<file path="src/rtl/shift_sequencer.sv">
// shift_sequencer: drives one load-and-shift transaction on an external
// shift_register. A word is accepted through START/READY, loaded with a
// single LOAD pulse, shifted out with SIZE strobes spaced DIVISOR+1 cycles
// apart (HOLD pauses, ABORT cancels), then PO is captured and DONE pulses.
module shift_sequencer #(
  parameter int SIZE      = 9,
  parameter int DIV_WIDTH = 8
) (
  input  logic                 i_clk,
  input  logic                 i_rst,
  input  logic                 i_start,
  input  logic [SIZE-1:0]      i_din,
  input  logic [DIV_WIDTH-1:0] i_divisor,
  input  logic                 i_hold,
  input  logic                 i_abort,
  output logic                 o_ready,
  output logic                 o_busy,
  output logic                 o_sr_load,
  output logic                 o_sr_se,
  output logic [SIZE-1:0]      o_sr_pi,
  input  logic [SIZE-1:0]      i_sr_po,
  output logic [SIZE-1:0]      o_rx_data,
  output logic                 o_done
);

  localparam int BW = $clog2(SIZE + 1);

  typedef enum logic [1:0] {S_IDLE, S_LOAD, S_SHIFT, S_CAPTURE} state_t;

  state_t                 r_state;
  logic                   r_ready;
  logic                   r_busy;
  logic                   r_sr_load;
  logic                   r_done;
  logic [SIZE-1:0]        r_sr_pi;
  logic [SIZE-1:0]        r_rx_data;
  logic [DIV_WIDTH-1:0]   r_div_reg;
  logic [DIV_WIDTH-1:0]   r_div_cnt;
  logic [BW-1:0]          r_bit_cnt;

  logic                   w_tick;
  logic                   w_strobe;
  logic                   w_last_bit;

  // The divider clears at equality, so D = all-ones never wraps the counter.
  assign w_tick     = (r_div_cnt == r_div_reg);
  // HOLD must suppress the strobe in the very cycle it is raised, so the
  // shift enable is decoded from registered state plus the live HOLD input.
  assign w_strobe   = (r_state == S_SHIFT) && !i_hold && w_tick;
  assign w_last_bit = (r_bit_cnt == BW'(SIZE - 1));

  assign o_ready   = r_ready;
  assign o_busy    = r_busy;
  assign o_sr_load = r_sr_load;
  assign o_sr_se   = w_strobe;
  assign o_sr_pi   = r_sr_pi;
  assign o_rx_data = r_rx_data;
  assign o_done    = r_done;

  // Transaction FSM with its counters and registered handshake outputs.
  always_ff @(posedge i_clk) begin
    if (i_rst) begin
      r_state   <= S_IDLE;
      r_ready   <= 1'b1;
      r_busy    <= 1'b0;
      r_sr_load <= 1'b0;
      r_done    <= 1'b0;
      r_sr_pi   <= '0;
      r_rx_data <= '0;
      r_div_reg <= '0;
      r_div_cnt <= '0;
      r_bit_cnt <= '0;
    end else begin
      r_sr_load <= 1'b0;
      r_done    <= 1'b0;
      case (r_state)
        S_IDLE: begin
          // ABORT has no meaning here; a same-cycle START still goes through.
          if (i_start) begin
            r_sr_pi   <= i_din;
            r_div_reg <= i_divisor;
            r_sr_load <= 1'b1;
            r_ready   <= 1'b0;
            r_busy    <= 1'b1;
            r_state   <= S_LOAD;
          end
        end
        S_LOAD: begin
          r_div_cnt <= '0;
          r_bit_cnt <= '0;
          if (i_abort) begin
            r_state <= S_IDLE;
            r_ready <= 1'b1;
            r_busy  <= 1'b0;
          end else begin
            r_state <= S_SHIFT;
          end
        end
        S_SHIFT: begin
          // ABORT outranks HOLD; HOLD simply freezes both counters.
          if (i_abort) begin
            r_state <= S_IDLE;
            r_ready <= 1'b1;
            r_busy  <= 1'b0;
          end else if (!i_hold) begin
            if (w_tick) begin
              r_div_cnt <= '0;
              r_bit_cnt <= r_bit_cnt + BW'(1);
              if (w_last_bit) r_state <= S_CAPTURE;
            end else begin
              r_div_cnt <= r_div_cnt + DIV_WIDTH'(1);
            end
          end
        end
        S_CAPTURE: begin
          // PO already holds the result of the final strobe; abort skips it.
          if (!i_abort) begin
            r_rx_data <= i_sr_po;
            r_done    <= 1'b1;
          end
          r_state <= S_IDLE;
          r_ready <= 1'b1;
          r_busy  <= 1'b0;
        end
        default: begin
          r_state <= S_IDLE;
          r_ready <= 1'b1;
          r_busy  <= 1'b0;
        end
      endcase
    end
  end

endmodule

</file>
<file path="config.mk">
export PLATFORM = sky130hd
export DESIGN_NAME = shift_sequencer
export DESIGN_NICKNAME = d
export VERILOG_FILES = /design/src/rtl/shift_sequencer.sv
export SDC_FILE = /design/constraint.sdc
export NUM_CORES = 1
export LEC_CHECK = 0
export ABC_AREA = 1
export BUFFER_PORTS_ARGS = -buffer_cell sky130_fd_sc_hd__buf_2
export CORE_ASPECT_RATIO = 0.75
export CORE_UTILIZATION = 56
export DETAILED_ROUTE_END_ITERATION = 10
export HOLD_SLACK_MARGIN = 0.12
export PLACE_DENSITY_LB_ADDON = 0.12
export SKIP_LAST_GASP = 1
export SLEW_MARGIN = 0
export SYNTH_ARGS = -nofsm -noshare
export SYNTH_HDL_FRONTEND = slang
export SYNTH_SLANG_ARGS = --single-unit
</file>
<file path="constraint.sdc">
create_clock -name i_clk -period 4.55 [get_ports i_clk]
set_input_delay 1.365 -clock i_clk [delete_from_list [all_inputs] [get_ports i_clk]]
set_output_delay 1.365 -clock i_clk [all_outputs]
set_load 0.05 [all_outputs]
</file>
==> results.json, run 1 <==
{
  "synth_top_area_share_pct": 41.95,
  "startpoint": "i_hold",
  "async_flop_share_pct": 0,
  "hpwlAfterDp_um": 3052,
  "clk_latency_ns": 0.30,
  "r2r_cells": 6,
  "post_cts_buffers": 0,
  "grt-ovfl-total": 0,
  "grt_pass1_vias": 1496,
  "finalHoldViolations": 0,
  "die_w_um": 72.70,
  "h-tree-depth": 2,
  "area_growth_pct": 17.76,
  "worstPathMaxFanout": 3,
  "hold_depth": 2,
  "n_fill_cell": 308,
  "hold_end": "o_busy",
  "cts_tree": "built",
  "wirelength_um": 4280,
  "critPathKind": "in -> out",
  "cts-resized-gates": 0,
  "synth_area_leaders": "dfxtp_1 42%, nor2_1 10%, nand2_1 7.9%, o21ai_0 7.2%, ha_1 4.8%",
  "r2r_setup_slack_ns": 2.62,
  "total_power_mw": 1.062,
  "min_from": "o_busy",
  "yosys_warnings": 0,
  "numClockSinks": 44,
  "grtUsageTotal_pct": 22.58,
  "fin_nets": 370,
  "drtIter0Drc": 57,
  "max-cap-violations": 0,
  "antenna_found_initial": 0,
  "synth_top_cell_by_area": "dfxtp_1",
  "first_pass_iters": 4,
  "synth_fp_nets": 320,
  "dieArea_mm2": 0.004000,
  "post-route-drc-count": 0,
  "worstMarginPinSlew_ns": 0.8405,
  "fp.dieH_um": 55.03,
  "fmax_mhz": 303.1,
  "endpoint_kind": "output port",
  "port_buffers": 53,
  "max_slew_margin_pct": 43.91,
  "status": "finished clean",
  "finalSetupTns_ns": 0,
  "grt_max_degree": 32,
  "cts_buffers": 5,
  "vias_per_cell": 4.887,
  "clockBufferDepth": 2,
  "yosysMostFrequentCell": "nor2_1",
  "netlist_instances": 281,
  "rr_startpoint": "r_state[1]",
  "period_needed_ns": 3.300,
  "io_pins": 54,
  "vias": 1867,
  "p_per_area_mw_per_mm2": 429.6,
  "core_mm2": 0.003423,
  "root_buffer": "clkbuf_8",
  "fin_crit_sh_pct": 72.52,
  "arrival_ns": 1.93,
  "finalSetupViolations": 0,
  "rsz0062_at_grt": "false",
  "clock-skew-final_ns": 0.003205,
  "cellLeakagePower_nw": 1.168,
  "worst_hold_path_type": "reg -> reg",
  "synthFlopType": "dfxtp_1",
  "ys_seq_area_share_pct": 41.95,
  "start_kind": "primary input",
  "avgSynthCellArea_um2": 7.472,
  "rr_endpoint": "o_sr_pi[8]",
  "antenna-diode-count": 0,
  "ys_top_cells_by_count": "57 x nor2_1, 44 x dfxtp_1, 44 x nand2_1, 30 x o21ai_0, 25 x inv_1",
  "holdBufCountCts": 0,
  "clkSlewWorstSetupHoldPaths_ns": 0.08,
  "place.gp.congestion": 0.8389,
  "std_cell_rows": 18,
  "routedWlPerCell_um": 11.20,
  "final_layout_size_suffix_gt1_share_pct": 25.60,
  "worstPathRequired_ns": 3.18,
  "ant_nets": 0,
  "grt_pass1_wl_um": 6637,
  "netlist_area_mm2": 0.002100,
  "synth_cell_types": 30,
  "ir_drop_mv": 0.3535,
  "slew_viol_final": 0,
  "initial_core_util_pct": 61.33,
  "synth_seq_cells": 44,
  "synth-edff-count": 0
}
[cell families (layout without fill, tap and decap cells)]
| logic type | Yosys count | count (layout) | share of synthesized area, % |
|---|---|---|---|
| AND/OR/NAND/NOR | 133 | 133 | 30.27 |
| flip-flops | 44 | 44 | 41.95 |
| adder cells (fa/ha/maj) | 8 | 8 | 4.768 |
| AO/OA/AOI/OAI | 49 | 49 | 12.28 |
| buffers and inverters | 40 | 91 | 7.807 |
| XOR/XNOR | 7 | 7 | 2.920 |
[area by class of cell]
class                      count  area (um2)  area share (%)
clock buffer                   7       86.33           3.492
inverter                      30       115.1           4.656
multi-input combinational    197        1055           42.66
clock inverter                 1       7.507          0.3036
tap                           50       62.56           2.530
timing repair buffer          53       265.3           10.73
sequential                    44       880.8           35.63
[per-stage QoR]
step | hold WS [ns] | cells | instance area (um2) | setup slack [ns] | util, %
5_1_grt | 0.5100 | 382 | 2472 | 1.229 | 72.22
3_3_place_gp | 0.4509 | 374 | 2379 | 1.271 | 69.48
4_1_cts | 0.4656 | 382 | 2472 | 1.258 | 72.22
3_5_place_dp | 0.4532 | 374 | 2379 | 1.259 | 69.48
2_1_floorplan | 0.4437 | 281 | 2100 | 0.7442 | -
6_report | 0.4654 | 382 | 2472 | 1.250 | 72.22
[layer usage]
metal,GRT usage (%),up-vias,part of all wire (%)
li1,-,991,-
met1,28.83,831,50
met2,36.14,38,43
met3,7.790,7,5.0
met4,7.843,0,1.4
met5,0,-,0
[power breakdown]
group	internal (mW)	leakage (nW)	switching, mW
registers	0.428	0.360	0.0271
clock network	0.123	0.0445	0.136
logic	0.0975	0.764	0.250
total	0.649	1.17	0.413
[worst max-delay path, cell delays in order]
cell	delay [ns]
buf_2	0.13
nor3_1	0.15
buf_2	0.29
[placed cells by master (no fill, tap or decap), drive strengths merged]
master and n:
nor2 62, buf 53, nand2 52, dfxtp 44, o21ai 32, inv 29
a21oi 15, ha 8, clkbuf 7, nor3 7, nand3 6, nand4 5
xnor2 4, xor2 3, and3 1, clkinv 1, o211ai 1, a21o 1
clkinvlp 1
[how the worst max path moves through the flow]
stage                    to  slack [ns]  depth (start not counted)
floorplan           o_sr_se        0.74                          1
global placement    o_sr_se        1.27                          3
detailed placement  o_sr_se        1.26                          3
CTS                 o_sr_se        1.26                          3
global route        o_sr_se        1.23                          3
finish              o_sr_se        1.25                          3
Note: power is estimated with default switching activity, not from simulation.
==> run 2: changes to the inputs <==
--- a/config.mk
+++ b/config.mk
@@ -5,10 +5,10 @@
 export SDC_FILE = /design/constraint.sdc
 export NUM_CORES = 1
 export LEC_CHECK = 0
-export ABC_AREA = 1
+export ABC_AREA = 0
 export BUFFER_PORTS_ARGS = -buffer_cell sky130_fd_sc_hd__buf_2
 export CORE_ASPECT_RATIO = 0.75
-export CORE_UTILIZATION = 56
+export CORE_UTILIZATION = 46
 export DETAILED_ROUTE_END_ITERATION = 10
 export HOLD_SLACK_MARGIN = 0.12
 export PLACE_DENSITY_LB_ADDON = 0.12
==> constraint.sdc (replaced) <==
create_clock -name i_clk -period 3 [get_ports i_clk]
set_input_delay 0.9 -clock i_clk [delete_from_list [all_inputs] [get_ports i_clk]]
set_output_delay 0.9 -clock i_clk [all_outputs]
set_load 0.05 [all_outputs]
==> run 2 against run 1 <==
  * Worst hold slack worse by 0.011 ns
  * Count of clock-buffer cells in the layout decreased by 2
  * Critical path depth up 2
  * Final cell count is 11% lower
  * Die area up 12%
  * Register-to-register slack worse by 1.7 ns
  * Combinational power fell by 38%
  * Total power increased by 28%
  * Sequential share of layout area up 1.5 points
  * Wire length down 3.9%
  * Clock skew hardly changed
  * Critical endpoint unchanged
  * Highest routed layer unchanged
==> results.json, run 2 <==
{
  "fin_nets": 323,
  "cp_cell_sequence": "xor2_1 > nor4_2 > nand2_2 > nor3b_2 > buf_2",
  "post_cts_buffers": 0,
  "fin_crit_sh_pct": 91.33,
  "cellLeakagePower_nw": 1.032,
  "antenna_found_initial": 0,
  "clkSlewWorstSetupHoldPaths_ns": 0.08,
  "async_flop_share_pct": 0,
  "std_cell_rows": 20,
  "first_pass_iters": 6,
  "h-tree-depth": 2,
  "clockBufferDepth": 2,
  "cts_tree": "built",
  "status": "finished clean",
  "vias": 1696,
  "critPathKind": "reg -> out",
  "cp_slowest_cell": "nor4_2",
  "finalSetupViolations": 0,
  "worstPathMaxFanout": 3,
  "seqCellArea_um2": 880.8,
  "holdBufCountCts": 0,
  "fp.dieH_um": 58.22,
  "ys_top_cells_by_count": "66 x nand2_1, 44 x dfxtp_1, 31 x a21oi_1, 11 x inv_1",
  "avgSynthCellArea_um2": 8.318,
  "place.gp.congestion": 0.8243,
  "finalHoldViolations": 0,
  "synth_area_leaders": "dfxtp_1 45%, nand2_1 13%, a21oi_1 8.0%, ha_1 5.2%, xor2_1 4.1%",
  "endpoint_kind": "output port",
  "worstPathRequired_ns": 2.10,
  "ys_seq_area_share_pct": 45.45,
  "netlist_instances": 233,
  "grt_max_degree": 26,
  "dieArea_mm2": 0.004480,
  "multi_input_area_um2": 974.7,
  "synth-edff-count": 0,
  "yosys_warnings": 0,
  "grtUsageTotal_pct": 19.24,
  "synth_top_cell_by_area": "dfxtp_1",
  "grt_pass1_vias": 1473,
  "max-cap-violations": 0,
  "clock-skew-final_ns": 0.003264,
  "crit_path_max_incr_delay_ns": 0.45,
  "slew_viol_final": 0,
  "area_growth_pct": 22.53,
  "cts-resized-gates": 0,
  "finalSetupTns_ns": 0,
  "synth_seq_cells": 44,
  "hpwlAfterDp_um": 2933,
  "antenna-diode-count": 0,
  "final_layout_size_suffix_gt1_share_pct": 24.65,
  "ir_drop_mv": 0.3320,
  "grt-ovfl-total": 0,
  "stdcell_area_mm2": 0.002375,
  "rsz0062_at_grt": "false",
  "numClockSinks": 44,
  "vias_per_cell": 5.003,
  "layout_setup_ws_ns": 0.2601,
  "clk_latency_ns": 0.30,
  "wirelength_um": 4115,
  "place_area_mm2": 0.002246,
  "netlist_area_mm2": 0.001938,
  "root_buffer": "clkbuf_8",
  "synth_top_area_share_pct": 45.45,
  "core_mm2": 0.004054,
  "post-route-drc-count": 0,
  "n_fill_cell": 388,
  "yosysMostFrequentCell": "nand2_1",
  "layout_commonest_cell": "nand2_1",
  "fmax_mhz": 365.0,
  "ant_nets": 0,
  "die_w_um": 76.95,
  "layout_common_cells": "66 x nand2_1, 53 x buf_2, 44 x dfxtp_1, 31 x a21oi_1, 11 x inv_1",
  "max_slew_margin_pct": 57.63,
  "cts_buffers": 5,
  "period_needed_ns": 2.740,
  "arrival_ns": 1.84,
  "port_buffers": 53,
  "worst_hold_path_type": "reg -> reg",
  "start_kind": "flop",
  "synth_cell_types": 36,
  "synthFlopType": "dfxtp_1",
  "grt_pass1_wl_um": 6644,
  "pre_cts_ws_ns": 0.6414,
  "drtIter0Drc": 107,
  "p_per_area_mw_per_mm2": 573.8,
  "synth_fp_nets": 272,
  "worstMarginPinSlew_ns": 0.6342,
  "routedWlPerCell_um": 12.14,
  "initial_core_util_pct": 47.81,
  "io_pins": 54,
  "final_core_util_pct": 58.58
}
-- run 2: cell types whose count changed after synthesis, moves of 4 or more --
| cell | delta |
|---|---|
| nor2_1 | -49 |
| o21ai_0 | -27 |
| nand2_1 | +22 |
| a21oi_1 | +17 |
| inv_1 | -14 |
| xor2_1 | +6 |
| mux2i_1 | +4 |
| nand2_4 | -4 |
| nor3_2 | -4 |
-- run 2: routing by layer --
| metal | vias up | GRT usage [%] | part of all wire, % |
|---|---|---|---|
| li1 | 880 | - | - |
| met5 | - | 0 | 0 |
| met4 | 0 | 8.242 | 1.4 |
| met2 | 40 | 28.19 | 41 |
| met1 | 769 | 26.97 | 53 |
| met3 | 7 | 4.724 | 4.5 |
-- run 2: logic make-up after synthesis --
logic type | Yosys count | share of synthesized area (%)
XOR/XNOR | 11 | 4.971
AO/OA/AOI/OAI | 45 | 13.75
adder cells (fa/ha/maj) | 8 | 5.165
multiplexers | 5 | 2.647
AND/OR/NAND/NOR | 98 | 23.50
buffers and inverters | 22 | 4.519
flip-flops | 44 | 45.45
-- run 2: area by class of cell --
type                            count  area share [%]
Sequential cell                    44           37.09
Multi-Input combinational cell    167           41.04
Tap cell                           55           2.898
Timing Repair Buffer               55           11.80
Inverter                           11           1.739
Clock buffer                        5           2.898
Clock inverter                      2           2.529
-- run 2: path summary, 6_finish.rpt --
kind / startpoint / endpoint / slack [ns] / depth (start not counted)
worst max-delay path: r_div_cnt[5] / o_sr_se / 0.26 / 5
worst min-delay path: o_rx_data[7] / o_rx_data[7] / 0.45 / 2
worst max register to register: r_state[0] / r_div_cnt[6] / 0.91 / 5
worst min register to register: o_rx_data[7] / o_rx_data[7] / 0.45 / 2
-- run 2: stage by stage --
stage / instances / hold slack, ns / power [mW]
2_1_floorplan: 233 / 0.4478 / 0.7870
3_3_place_gp: 332 / 0.4398 / 0.8464
3_5_place_dp: 332 / 0.4455 / 0.8472
4_1_cts: 339 / 0.4572 / 1.369
5_1_grt: 339 / 0.4694 / 1.413
6_report: 339 / 0.4547 / 1.363
-- run 2: power breakdown --
| part | internal, mW | leakage [nW] | switching [mW] | total [mW] |
|---|---|---|---|---|
| Sequential | 0.607 | 0.358 | 0.0138 | 0.621 |
| Combinational | 0.0670 | 0.610 | 0.148 | 0.215 |
| Clock | 0.328 | 0.0642 | 0.199 | 0.527 |
| Total | 1.00 | 1.03 | 0.361 | 1.36 |
-- run 2: critical path: cells and delay by family, from the launching register on --
| kind | cells | cell delay, ns |
|---|---|---|
| xor+xnor | 1 | 0.18 |
| buf+inv | 1 | 0.27 |
| flops | 1 | 0.35 |
| simple gates | 3 | 0.74 |
==> run 3: changes to the inputs <==
--- a/config.mk
+++ b/config.mk
@@ -8,7 +8,7 @@
 export ABC_AREA = 0
 export BUFFER_PORTS_ARGS = -buffer_cell sky130_fd_sc_hd__buf_2
 export CORE_ASPECT_RATIO = 0.75
-export CORE_UTILIZATION = 46
+export CORE_UTILIZATION = 55
 export DETAILED_ROUTE_END_ITERATION = 10
 export HOLD_SLACK_MARGIN = 0.12
 export PLACE_DENSITY_LB_ADDON = 0.12
==> constraint.sdc (replaced) <==
create_clock -name i_clk -period 3.5 [get_ports i_clk]
set_input_delay 1.05 -clock i_clk [delete_from_list [all_inputs] [get_ports i_clk]]
set_output_delay 1.05 -clock i_clk [all_outputs]
set_load 0.05 [all_outputs]
==> run 3 against run 2 <==
  * The run now ends with design-rule violations left
  * First-iteration DRC count decreased by 5.6%
  * Final cell count decreased by 4.7%
  * Total power decreased by 20%
  * Clock skew increased by 0.0024 ns
  * Cell area decreased by 2.5%
  * Sequential share of layout area increased by 0.96 points
  * Non-clock buffer count decreased by 2
  * Via count decreased by 1.1%
  * Sequential power decreased by 14%
  * Highest routed layer unchanged
==> results.json, run 3 (synthesis gave the netlist of run 2 again) <==
{
  "numClockSinks": 44,
  "hold_depth": 2,
  "power_frac_seq_pct": 48.7,
  "cts-resized-gates": 0,
  "wirelength_um": 3942,
  "area_growth_pct": 19.43,
  "start_kind": "flop",
  "crit_path_max_incr_delay_ns": 0.36,
  "layout_commonest_cell": "nand2_1",
  "clock-skew-final_ns": 0.005655,
  "cts_tree": "built",
  "r2r_cells": 5,
  "post_cts_buffers": 0,
  "core_mm2": 0.003333,
  "ant_nets": 0,
  "status": "finished, violations left",
  "grt_pass1_vias": 1422,
  "p_sw_mw": 0.3078,
  "clockBufferDepth": 2,
  "antenna_found_initial": 0,
  "max_slew_margin_pct": 59.53,
  "fin_nets": 321,
  "rsz0062_at_grt": "false",
  "worstMarginPinSlew_ns": 0.6057,
  "port_buffers": 53,
  "clkPwrFrac_pct": 35.4,
  "place.gp.congestion": 0.7996,
  "endpoint_kind": "output port",
  "hpwlAfterDp_um": 2717,
  "arrival_ns": 1.94,
  "initial_core_util_pct": 58.15,
  "fp.dieH_um": 53.41,
  "final_core_util_pct": 69.44,
  "worstPathRequired_ns": 2.45,
  "critPathKind": "reg -> out",
  "p_comb_share_pct": 15.9,
  "cp_cell_sequence": "xor2_1 > nor4_2 > nand2_2 > nor3b_1 > buf_2",
  "drtIter0Drc": 101,
  "post-route-drc-count": 6,
  "grt_max_degree": 36,
  "pre_cts_ws_ns": 0.8148,
  "ir_drop_mv": 0.3930,
  "p_int_mw": 0.7858,
  "layout_setup_ws_ns": 0.5074,
  "vias": 1678,
  "clkSlewWorstSetupHoldPaths_ns": 0.08,
  "fin_crit_sh_pct": 85.50,
  "period_needed_ns": 2.993,
  "cellLeakagePower_nw": 1.013,
  "std_cell_rows": 18,
  "grt_pass1_wl_um": 6320,
  "vias_per_cell": 5.195,
  "failed_checks": "design-rule violations",
  "first_pass_iters": 7,
  "finalSetupViolations": 0,
  "timing.hold.ws_ns": 0.4527,
  "n_fill_cell": 289,
  "grtUsageTotal_pct": 22.54,
  "layout_common_cells": "66 x nand2_1, 53 x buf_2, 44 x dfxtp_1, 31 x a21oi_1, 11 x inv_1",
  "io_pins": 54,
  "finalSetupTns_ns": 0,
  "die_w_um": 70.55,
  "r2r_setup_slack_ns": 1.51,
  "dieArea_mm2": 0.003768,
  "antenna-diode-count": 0,
  "worstPathMaxFanout": 12,
  "cp_slowest_cell": "nor4_2",
  "finalHoldViolations": 0,
  "holdBufCountCts": 0,
  "p_per_area_mw_per_mm2": 472.4,
  "max-cap-violations": 0,
  "switching_share_pct": 28.14,
  "grt-ovfl-total": 0,
  "routedWlPerCell_um": 12.20,
  "worst_hold_path_type": "reg -> reg",
  "clk_latency_ns": 0.30,
  "cts_buffers": 5,
  "slew_viol_final": 0,
  "final_layout_size_suffix_gt1_share_pct": 23.67,
  "root_buffer": "clkbuf_8",
  "h-tree-depth": 2,
  "fmax_mhz": 334.2
}
## run 3: cell count changes in the layout (fill, tap and decap cells not counted)
| cell | previous run | this run |
|---|---|---|
| nor3b_1 | 0 | 1 |
| buf_4 | 2 | 0 |
| bufinv_16 | 2 | 1 |
| clkinv_2 | 0 | 1 |
| nor3b_2 | 1 | 0 |
| clkbuf_1 | 0 | 1 |
## run 3: power groups by stage
stage / clock network (mW) / registers, mW / logic (mW)
after floorplan: 0 / 0.584 / 0.0902
after global placement: 0 / 0.544 / 0.173
after detailed placement: 0 / 0.544 / 0.174
after CTS: 0.390 / 0.533 / 0.175
after global routing: 0.410 / 0.535 / 0.191
final: 0.387 / 0.532 / 0.174
## run 3: per-stage QoR
| step | cell area [um2] | cells | total power, mW |
|---|---|---|---|
| after global routing | 2315 | 323 | 1.136 |
| after detailed placement | 2207 | 315 | 0.7182 |
| after floorplan | 1938 | 233 | 0.6740 |
| after global placement | 2207 | 315 | 0.7161 |
| after CTS | 2315 | 323 | 1.098 |
| final | 2315 | 323 | 1.094 |
## run 3: layer usage
layer  vias to the layer above  part of all wire (%)  global-route usage [%]
li1                        878                     -                       -
met1                       752                    49                   28.17
met2                        44                    44                   35.92
met3                         4                   5.3                   7.810
met4                         0                   1.2                   9.333
met5                         -                     0                       0
## run 3: final cells by class
class	instances	area, um2	share of cell area (%)
clock buffers	6	72.57	3.135
clock inverters	2	35.03	1.514
inverters	11	41.29	1.784
multi-input cells	167	969.7	41.89
flip-flops and latches	44	880.8	38.05
well taps	40	50.05	2.162
repair buffers	53	265.3	11.46
## run 3: worst paths after layout
check            endpoint    startpoint
max               o_sr_se  r_div_cnt[5]
min            o_sr_pi[7]    o_sr_pi[7]
max reg2reg  r_div_cnt[6]    r_state[0]
min reg2reg    o_sr_pi[7]    o_sr_pi[7]
## run 3: critical path: cells and delay by family, from the launching register on
kind | cells | cell delay [ns]
AND/OR/NAND/NOR | 3 | 0.82
flip-flops | 1 | 0.35
XOR/XNOR | 1 | 0.18
buffers and inverters | 1 | 0.29
